<file path="config.mk">
export PLATFORM = sky130hd
export DESIGN_NAME = fetch_pc_unit
export DESIGN_NICKNAME = d
export VERILOG_FILES = /design/src/rtl/fetch_pc_unit_pkg.sv /design/src/rtl/pc_target_mux.sv /design/src/rtl/fetch_pc_unit.sv
export SDC_FILE = /design/constraint.sdc
export NUM_CORES = 1
export LEC_CHECK = 0
export BUFFER_PORTS_ARGS = -buffer_cell sky130_fd_sc_hd__buf_2
export CORE_ASPECT_RATIO = 1.75
export CORE_MARGIN = 4
export CORE_UTILIZATION = 56
export DETAILED_ROUTE_END_ITERATION = 16
export GPL_ROUTABILITY_DRIVEN = 0
export PLACE_DENSITY = 0.82
export SETUP_SLACK_MARGIN = 0.4
export SYNTH_ARGS = -nofsm -noshare
export SYNTH_HDL_FRONTEND = slang
export SYNTH_SLANG_ARGS = --single-unit
export TNS_END_PERCENT = 30
</file>
<file path="constraint.sdc">
create_clock -name clk -period 3.3 [get_ports clk]
set_clock_uncertainty 0.2 [all_clocks]
set_input_delay 0.33 -clock clk [delete_from_list [all_inputs] [get_ports clk]]
set_output_delay 0.33 -clock clk [all_outputs]
set_load 0.03 [all_outputs]
</file>
<file path="src/rtl/fetch_pc_unit_pkg.sv">
// Shared fetch/branch-control definitions: PC select encodings, vectors and FSM states.
// MISALIGN_TRAP_EN (consumed by pc_target_mux) enables the misaligned-redirect trap.
package fetch_pc_unit_pkg;

  localparam logic [1:0] PC_SEL_SEQ  = 2'b00;
  localparam logic [1:0] PC_SEL_JALR = 2'b01;
  localparam logic [1:0] PC_SEL_BR   = 2'b10;

  localparam logic [31:0] RESET_VECTOR = 32'h0000_0000;
  localparam logic [31:0] TRAP_VECTOR  = 32'h0000_0100;

  typedef enum logic [1:0] {
    StIdle    = 2'b00,
    StFetch   = 2'b01,
    StDiscard = 2'b10,
    StHold    = 2'b11
  } fetch_state_e;

  function automatic logic [31:0] seq_pc(input logic [31:0] pc);
    return pc + 32'd4;
  endfunction

endpackage

</file>
<file path="src/rtl/pc_target_mux.sv">
// Combinational redirect detection, target select and alignment for the fetch unit.
// With MISALIGN_TRAP_EN a target with bit 1 set is replaced by TRAP_VECTOR and flagged.
module pc_target_mux
  import fetch_pc_unit_pkg::*;
(
  input  logic        branch_valid,
  input  logic [1:0]  pc_selection,
  input  logic [31:0] branch_target,
  input  logic [31:0] alu_result,
  output logic        redirect,
  output logic [31:0] target,
  output logic        misaligned
);

  logic [31:0] raw_target;

  always_comb begin
    raw_target = branch_target;
    redirect   = 1'b0;
    case (pc_selection)
      PC_SEL_JALR: begin
        raw_target = alu_result & 32'hFFFF_FFFE;
        redirect   = branch_valid;
      end
      PC_SEL_BR: begin
        raw_target = branch_target;
        redirect   = branch_valid;
      end
      default: redirect = 1'b0;
    endcase
  end

`ifdef MISALIGN_TRAP_EN
  assign misaligned = raw_target[1];
  assign target     = raw_target[1] ? TRAP_VECTOR : (raw_target & 32'hFFFF_FFFE);
`else
  assign misaligned = 1'b0;
  assign target     = raw_target & 32'hFFFF_FFFC;
`endif

endmodule

</file>
<file path="src/rtl/fetch_pc_unit.sv">
// Fetch PC unit: PC register, single-entry instruction buffer and the fetch FSM.
// Optional misaligned-target trap is selected by MISALIGN_TRAP_EN (see pc_target_mux).
module fetch_pc_unit
  import fetch_pc_unit_pkg::*;
(
  input  logic        clk,
  input  logic        rst,
  input  logic [1:0]  pc_selection,
  input  logic        branch_valid,
  input  logic [31:0] branch_target,
  input  logic [31:0] alu_result,
  output logic        imem_req,
  output logic [31:0] imem_addr,
  input  logic        imem_ack,
  input  logic [31:0] imem_rdata,
  output logic        inst_valid,
  output logic [31:0] inst_out,
  output logic [31:0] inst_pc,
  input  logic        inst_ready,
  output logic        flush,
  output logic        misalign_trap
);

  fetch_state_e state_q;
  logic [31:0]  pc_q;
  logic         redirect;
  logic [31:0]  target;
  logic         target_misaligned;
  logic         buf_free;

  pc_target_mux u_pc_target_mux (
    .branch_valid  (branch_valid),
    .pc_selection  (pc_selection),
    .branch_target (branch_target),
    .alu_result    (alu_result),
    .redirect      (redirect),
    .target        (target),
    .misaligned    (target_misaligned)
  );

  assign buf_free = ~inst_valid | inst_ready;

  always_ff @(posedge clk) begin
    if (rst) begin
      state_q       <= StIdle;
      pc_q          <= RESET_VECTOR;
      imem_req      <= 1'b0;
      imem_addr     <= RESET_VECTOR;
      inst_valid    <= 1'b0;
      inst_out      <= 32'h0;
      inst_pc       <= 32'h0;
      flush         <= 1'b0;
      misalign_trap <= 1'b0;
    end else begin
      flush         <= 1'b0;
      misalign_trap <= 1'b0;
      if (inst_valid && inst_ready) inst_valid <= 1'b0;

      if (redirect) begin
        pc_q          <= target;
        inst_valid    <= 1'b0;
        flush         <= 1'b1;
        misalign_trap <= target_misaligned;
        // An unacknowledged request must complete at its original address first.
        if ((state_q == StFetch || state_q == StDiscard) && !imem_ack) begin
          state_q <= StDiscard;
        end else begin
          state_q   <= StFetch;
          imem_req  <= 1'b1;
          imem_addr <= target;
        end
      end else begin
        unique case (state_q)
          StIdle: begin
            state_q   <= StFetch;
            imem_req  <= 1'b1;
            imem_addr <= pc_q;
          end
          StFetch: begin
            if (imem_ack) begin
              if (buf_free) begin
                inst_out   <= imem_rdata;
                inst_pc    <= pc_q;
                inst_valid <= 1'b1;
                pc_q       <= seq_pc(pc_q);
                imem_addr  <= seq_pc(pc_q);
              end else begin
                // Buffer stalled: drop this word and refetch the same PC once drained.
                state_q  <= StHold;
                imem_req <= 1'b0;
              end
            end
          end
          StDiscard: begin
            if (imem_ack) begin
              state_q   <= StFetch;
              imem_addr <= pc_q;
            end
          end
          StHold: begin
            if (buf_free) begin
              state_q   <= StFetch;
              imem_req  <= 1'b1;
              imem_addr <= pc_q;
            end
          end
          default: state_q <= StIdle;
        endcase
      end
    end
  end

endmodule

</file>
==> metrics.md, run 1 <==
| Metric | Value |
|---|---|
| Outcome | finished, final reports clean |
| Post-synthesis simple-gate area fraction | 24.1% |
| Ys flop type | dfxtp_1 |
| Post-synth top area share | 39.1% |
| Starting DRT DRC Count | 575 |
| Max cap viols | 0 |
| CP max stage cell | a31oi_2 |
| Rows | 51 |
| DP HPWL | 14000 um |
| Num ports | 203 |
| Crit path max fanout | 27 |
| Overall Global Routing Usage | 30.9% |
| Vias/cell | 5.98 |
| Vias in the first global route | 6858 |
| Port buffer count | 193 |
| Routed wire length per instance | 17.8 um |
| Pwr Density | 552 nW/um^2 |
| Final min period | 2620 ps |
| Total Wirelength | 20800 um |
| Dpl ws | 693 ps |
| Mapped Avg Cell Area | 7.83 sq um |
| Worst setup SP type | register |
| Unrepaired setup endpoints after global routing | false |
| Core Util, Final | 75.7% |
| First-pass GRT wire length | 32600 um |
| Critical Path Max Stage Delay | 570 ps |
| Mapped Area | 6510 sq um |
| Critical Path RT | 3430 ps |
| Maximum clock frequency | 0.382 GHz |
| Post-synth EDFFs | 0 |
| PnR worst setup slack | 685 ps |
| Slew @ Worst Pin | 965 ps |
| Antenna viol nets, final | 0 |
| DRT Pass-1 Iters | 5 |
| Top area cells in the synthesized netlist | dfxtp_1 (39%), nand2_1 (10%), a21oi_1 (8.6%), mux2i_1 (3.7%), xor2_1 (3.0%) |
| Post-route setup TNS | 0 ps |
| Initial core utilization | 57.9% |
| Maximum vdd drop | 0.448 mV |
| CTS Buf Count | 17 |
| H-tree levels | 4 |
| Crit path kind | register to register |
| Worst-Skew Late Latency | 430 ps |
| XOR/XNOR Fraction of Synth Area | 4.58% |
| Layout area overhead | 30.7% |
| Core area | 11200 sq um |
| Asr flop ratio synth | 0% |
| Crit-path cells | inv_1, ha_1, buf_4, a221o_1, a31oi_2, buf_4, nand2_1, o31ai_1 |
| Leak | 0.00353 uW |
| Cell taking the most area after synthesis | dfxtp_1 |
| Die width | 89.5 um |
| Final setup violating endpoints | 0 |
| Clk slew on worst S/H paths | 60 ps |
| Cell variety after synth | 62 |
| Critical path arrival | 2750 ps |
| Clk sinks | 127 |
| Total global routing overflow | 0 |
| Synth cell count leaders | nand2_1 (175), dfxtp_1 (127), a21oi_1 (112), clkbuf_1 (37), nor2_1 (31) |
| Chip height | 151 um |
| Largest net degree at the start of global routing | 67 |
| Synth Instances | 831 |
| Number of antenna diodes | 0 |
| Clk buf depth | 2 |
| Postcts setup bufs | 0 |
| Fin nets | 1134 |
| Hold Path Class | input pin to register |
| Flops & latches, synth | 127 |
| Post-synthesis compound-gate area fraction | 20.3% |
| Cell with the most instances after synthesis | nand2_1 |
| Layout cells sized above 1 | 26.2% |
| Largest family of logic cells by synthesized area | simple AND/OR/NAND/NOR gates |
| Final Hold Vio Count | 0 |
| Fin crit share | 79.2% |
| DRC | 0 |
| Synth warn | 0 |
| CTS root buf | clkbuf_16 |
| CTS tree | built |
| Post-synthesis adder-cell area fraction | 0.962% |
| Slew headroom | 35.5% |
| Most Frequent Cell on Critical Path | buf_4 |
| Sequential cell area fraction in the yosys report | 39.1% |
| Crit end category | register |
| Count of final max-slew check failures | 0 |
| Die area | 13500 sq um |
| Via count | 6999 |
| Mux cell area share after synthesis | 4.90% |
| Antenna violations before repair | 0 |
[state kept, by name, indices dropped and copies added, names as in the netlist]
| name | flops |
|---|---|
| inst_valid | 1 |
| imem_req | 1 |
| state_q | 2 |
| inst_pc | 30 |
| inst_out | 32 |
| imem_addr | 30 |
| flush | 1 |
| pc_q | 30 |
[metal layers]
metal | wire length [um] | part of all wire, % | vias up | global-route usage [%]
met1 | 7300 | 35 | 3229 | 33.1
met5 | 0 | 0 | - | 0
li1 | - | - | 3300 | -
met3 | 1880 | 9.1 | 84 | 8.11
met2 | 10700 | 52 | 386 | 53.7
met4 | 869 | 4.2 | 0 | 16.9
[worst max-delay path: cells and delay by family (launching register included)]
| family | cells | cell delay (ps) |
|---|---|---|
| buffers and inverters | 3 | 590 |
| and+or+nand+nor | 1 | 70 |
| adders and majority gates | 1 | 200 |
| AOI/OAI and AO/OA | 3 | 1090 |
| DFF | 1 | 350 |
[cells in the final DEF, fill, tap and decap left out, drive strengths merged, types with 22 or more instances in the layout]
cell type    instances
dlygate4sd3         32
nor2                31
nand4               26
nand2              175
a21oi              112
xor2                22
mux2i               24
buf                216
nand3               27
dfxtp              127
a211oi              25
[cell families after synthesis]
logic type	after synthesis
and+or+nand+nor	328
AOI/OAI and AO/OA	217
DFF	127
buffers and inverters	88
xor gates and xnor gates	34
muxes	31
adders and majority gates	5
other	1
[where the power goes]
part | internal (uW) | switching (uW)
logic | 318 | 576
clock network | 1360 | 713
registers | 1640 | 87.6
[cell type report]
| type | instances | area [sq um] |
|---|---|---|
| multi-input combinational | 620 | 3610 |
| clock inverter | 13 | 210 |
| tap | 132 | 165 |
| clock buffer | 19 | 443 |
| inverter | 12 | 45.0 |
| sequential | 127 | 2540 |
| timing repair buffer | 248 | 1490 |
| fill | 860 | 2730 |
[through the flow]
step                std cells  cell area (sq um)  power (uW)  hold slack (ps)
floorplan                 835               6520        2330              232
global placement         1107               7530        2590              237
detailed placement       1107               7530        2610              243
CTS                      1171               8510        4700             97.3
global route             1171               8510        4860              128
finish                   1171               8510        4700             96.2
[final timing paths]
check                      start            end  slack (ps)  cells past startpoint
hold reg to reg      inst_pc[22]    inst_pc[22]         250                      2
setup reg to reg      state_q[1]  imem_addr[23]         680                      8
setup / recovery      state_q[1]  imem_addr[23]         680                      8
hold / removal    alu_result[21]       pc_q[21]         100                      3
[repair_timing]
item / in CTS / in global routing
gates resized for setup: 0 / 0
endpoints found under the setup margin: 0 / 0
hold endpoints to repair: 32 / 0
hold buffers: 32 / 0
No activity file was read; power rests on OpenSTA's default activity.
==> run 2: changes to the inputs <==
--- a/config.mk
+++ b/config.mk
@@ -5,13 +5,14 @@
 export SDC_FILE = /design/constraint.sdc
 export NUM_CORES = 1
 export LEC_CHECK = 0
+export ABC_AREA = 1
 export BUFFER_PORTS_ARGS = -buffer_cell sky130_fd_sc_hd__buf_2
 export CORE_ASPECT_RATIO = 1.75
 export CORE_MARGIN = 4
-export CORE_UTILIZATION = 56
+export CORE_UTILIZATION = 47
 export DETAILED_ROUTE_END_ITERATION = 16
 export GPL_ROUTABILITY_DRIVEN = 0
-export PLACE_DENSITY = 0.82
+export PLACE_DENSITY = 0.73
 export SETUP_SLACK_MARGIN = 0.4
 export SYNTH_ARGS = -nofsm -noshare
 export SYNTH_HDL_FRONTEND = slang
==> constraint.sdc (replaced) <==
create_clock -name clk -period 2.4 [get_ports clk]
set_clock_uncertainty 0.2 [all_clocks]
set_input_delay 0.24 -clock clk [delete_from_list [all_inputs] [get_ports clk]]
set_output_delay 0.24 -clock clk [all_outputs]
set_load 0.03 [all_outputs]
==> metrics.md, run 2 <==
| Metric | Value |
|---|---|
| Reg-to-Reg Start | state_q[1] |
| Final min period | 1950 ps |
| Total global routing overflow | 0 |
| DRT Pass-1 Iters | 5 |
| Synth cell count leaders | nand2_1 (227), inv_1 (153), o21ai_0 (149), nor2_1 (147), dfxtp_1 (127) |
| Vias/cell | 5.11 |
| Mapped Area | 6700 sq um |
| Max FFs per register | 32 |
| Synth Instances | 1058 |
| H-tree levels | 4 |
| DRC | 0 |
| Layout area overhead | 35.4% |
| Asr flop ratio synth | 0% |
| Filler Cell Count | 1284 |
| Post-route setup TNS | 0 ps |
| Reg with most FFs | inst_out |
| Crit end category | register |
| Path depth of the worst reg2reg path | 8 |
| Crit path kind | register to register |
| Unrepaired setup endpoints after global routing | true |
| Cell with the most instances after synthesis | nand2_1 |
| WHS Path Cells | 5 |
| Hold Path Origin | alu_result[19] |
| Dpl ws | 273 ps |
| Critical path launch point | state_q[1] |
| Total Wirelength | 21800 um |
| Sequential cell area fraction in the yosys report | 38.0% |
| Slew headroom | 66.0% |
| CTS tree | built |
| Initial core utilization | 48.2% |
| Register Area | 2550 sq um |
| Clk buf depth | 2 |
| Maximum vdd drop | 0.489 mV |
| CTS root buf | clkbuf_16 |
| Critical Path RT | 2530 ps |
| Num ports | 203 |
| Maximum clock frequency | 0.514 GHz |
| Chip height | 166 um |
| Fin nets | 1388 |
| Die width | 98.2 um |
| Via count | 7516 |
| Leading cell types in the layout, fill and taps excluded | nand2_1 (222), buf_2 (193), inv_1 (152), o21ai_0 (147), nor2_1 (137) |
| Fin crit share | 81.1% |
| Most common cell after layout, fill and taps aside | nand2_1 |
| Top area cells in the synthesized netlist | dfxtp_1 (38%), nand2_1 (13%), o21ai_0 (11%), inv_1 (8.6%), nor2_1 (8.2%) |
| Crit path max fanout | 60 |
| Port buffer count | 193 |
| Placed Cells | 1389 |
| Antenna viol nets, final | 0 |
| Flops & latches, synth | 127 |
| Slew @ Worst Pin | 505 ps |
| Area of the multi-input gates | 3390 sq um |
| Clk slew on worst S/H paths | 60 ps |
| Non-filler cells, final | 1470 |
| CTS Buf Count | 17 |
| Count of final max-slew check failures | 0 |
| Post-synth EDFFs | 0 |
| First-pass GRT wire length | 33200 um |
| Worst setup SP type | register |
| Mapped Avg Cell Area | 6.33 sq um |
| Outcome | finished, final reports clean |
| Hold Path Class | input pin to register |
| Fin Hold WS | 8.33 ps |
| Final setup violating endpoints | 0 |
| Routed wire length per instance | 14.8 um |
| PnR worst setup slack | 453 ps |
| Vias in the first global route | 6835 |
| Synth warn | 0 |
| Largest net degree at the start of global routing | 68 |
| Worst-Skew Late Latency | 420 ps |
| Rows | 57 |
| Core area | 13900 sq um |
| Final Hold Vio Count | 0 |
| Antenna violations before repair | 0 |
| Post-synth top area share | 38.0% |
| Max cap viols | 0 |
| Cell taking the most area after synthesis | dfxtp_1 |
| Clk sinks | 127 |
| Leak | 0.00417 uW |
| DP HPWL | 14300 um |
| Starting DRT DRC Count | 506 |
| Layout cells sized above 1 | 23.2% |
| Ys flop type | dfxtp_1 |
| Critical path arrival | 2080 ps |
| Overall Global Routing Usage | 24.8% |
| Die area | 16300 sq um |
| Pwr Density | 837 nW/um^2 |
| Cell variety after synth | 29 |
| Number of antenna diodes | 0 |
run 2: cell types whose count changed in the layout (fill, tap and decap cells not counted), moves of 12 or more:
cell / before / now
nor2b_1: 12 / 0
a211oi_1: 25 / 1
xnor2_1: 12 / 0
a21oi_1: 112 / 98
nand4_1: 24 / 1
nor2_1: 30 / 137
o21ai_0: 20 / 147
inv_1: 11 / 152
nand2_1: 174 / 222
nor3_1: 19 / 0
mux2i_1: 24 / 0
xor2_1: 22 / 7
run 2: layout make-up:
cell class | instances | share of cell area (%)
clock buffer | 17 | 4.69
clock inverter | 15 | 2.04
inverter | 155 | 6.42
multi-input combinational | 719 | 37.4
sequential | 127 | 28.1
tap | 177 | 2.44
timing repair buffer | 260 | 18.9
run 2: repair_timing:
action,in CTS,in global routing
hold buffers,39,0
pin swaps,0,2
gates cloned,0,7
resized for setup,2,28
endpoints found under the setup margin,28,46
setup buffers,0,3
hold endpoints to repair,39,0
run 2: power breakdown:
group	leakage (uW)	switching (uW)	internal, uW
logic	0.00282	1480	777
clock network	0.000300	1030	1650
registers	0.00105	241	2410
total	0.00417	2750	4840
run 2: logic make-up (layout without fill, tap and decap cells):
kind of cell | count (synthesis) | in the layout | share of synthesized area [%]
buffers and inverters | 217 | 447 | 13.3
AO/OA/AOI/OAI | 288 | 288 | 22.4
other | 1 | 5 | 0.0560
AND/OR/NAND/NOR | 413 | 414 | 24.4
XOR/XNOR | 7 | 7 | 0.915
adder cells (fa/ha/maj) | 5 | 5 | 0.934
flip-flops | 127 | 127 | 38.0
run 2: stage by stage:
step | power [uW] | util [%] | cell area (sq um)
4_1_cts | 7430 | 63.6 | 8850
3_3_place_gp | 4670 | 56.4 | 7840
2_1_floorplan | 4080 | - | 6710
3_5_place_dp | 4690 | 56.4 | 7840
6_report | 7590 | 65.2 | 9070
5_1_grt | 7990 | 65.2 | 9070
run 2: worst paths after layout:
| kind | endpoint | slack [ps] |
|---|---|---|
| setup / recovery | pc_q[16] | 450 |
| hold / removal | pc_q[19] | 8 |
| setup reg to reg | pc_q[16] | 450 |
| hold reg to reg | inst_pc[9] | 240 |
run 2: metal layers:
metal  GRT usage [%]  wire length [um]
met5               0                 0
met4            10.4               923
met3            4.71              1460
met2            43.6             10900
met1            29.3              8530
run 2: worst max-delay path, cell delays in order (launching register included):
cell and delay (ps):
dfxtp_2 330, inv_1 70, ha_1 180, buf_4 150, nand2_1 100, o21ai_4 180
buf_12 240, o21ai_0 150, a31oi_1 210
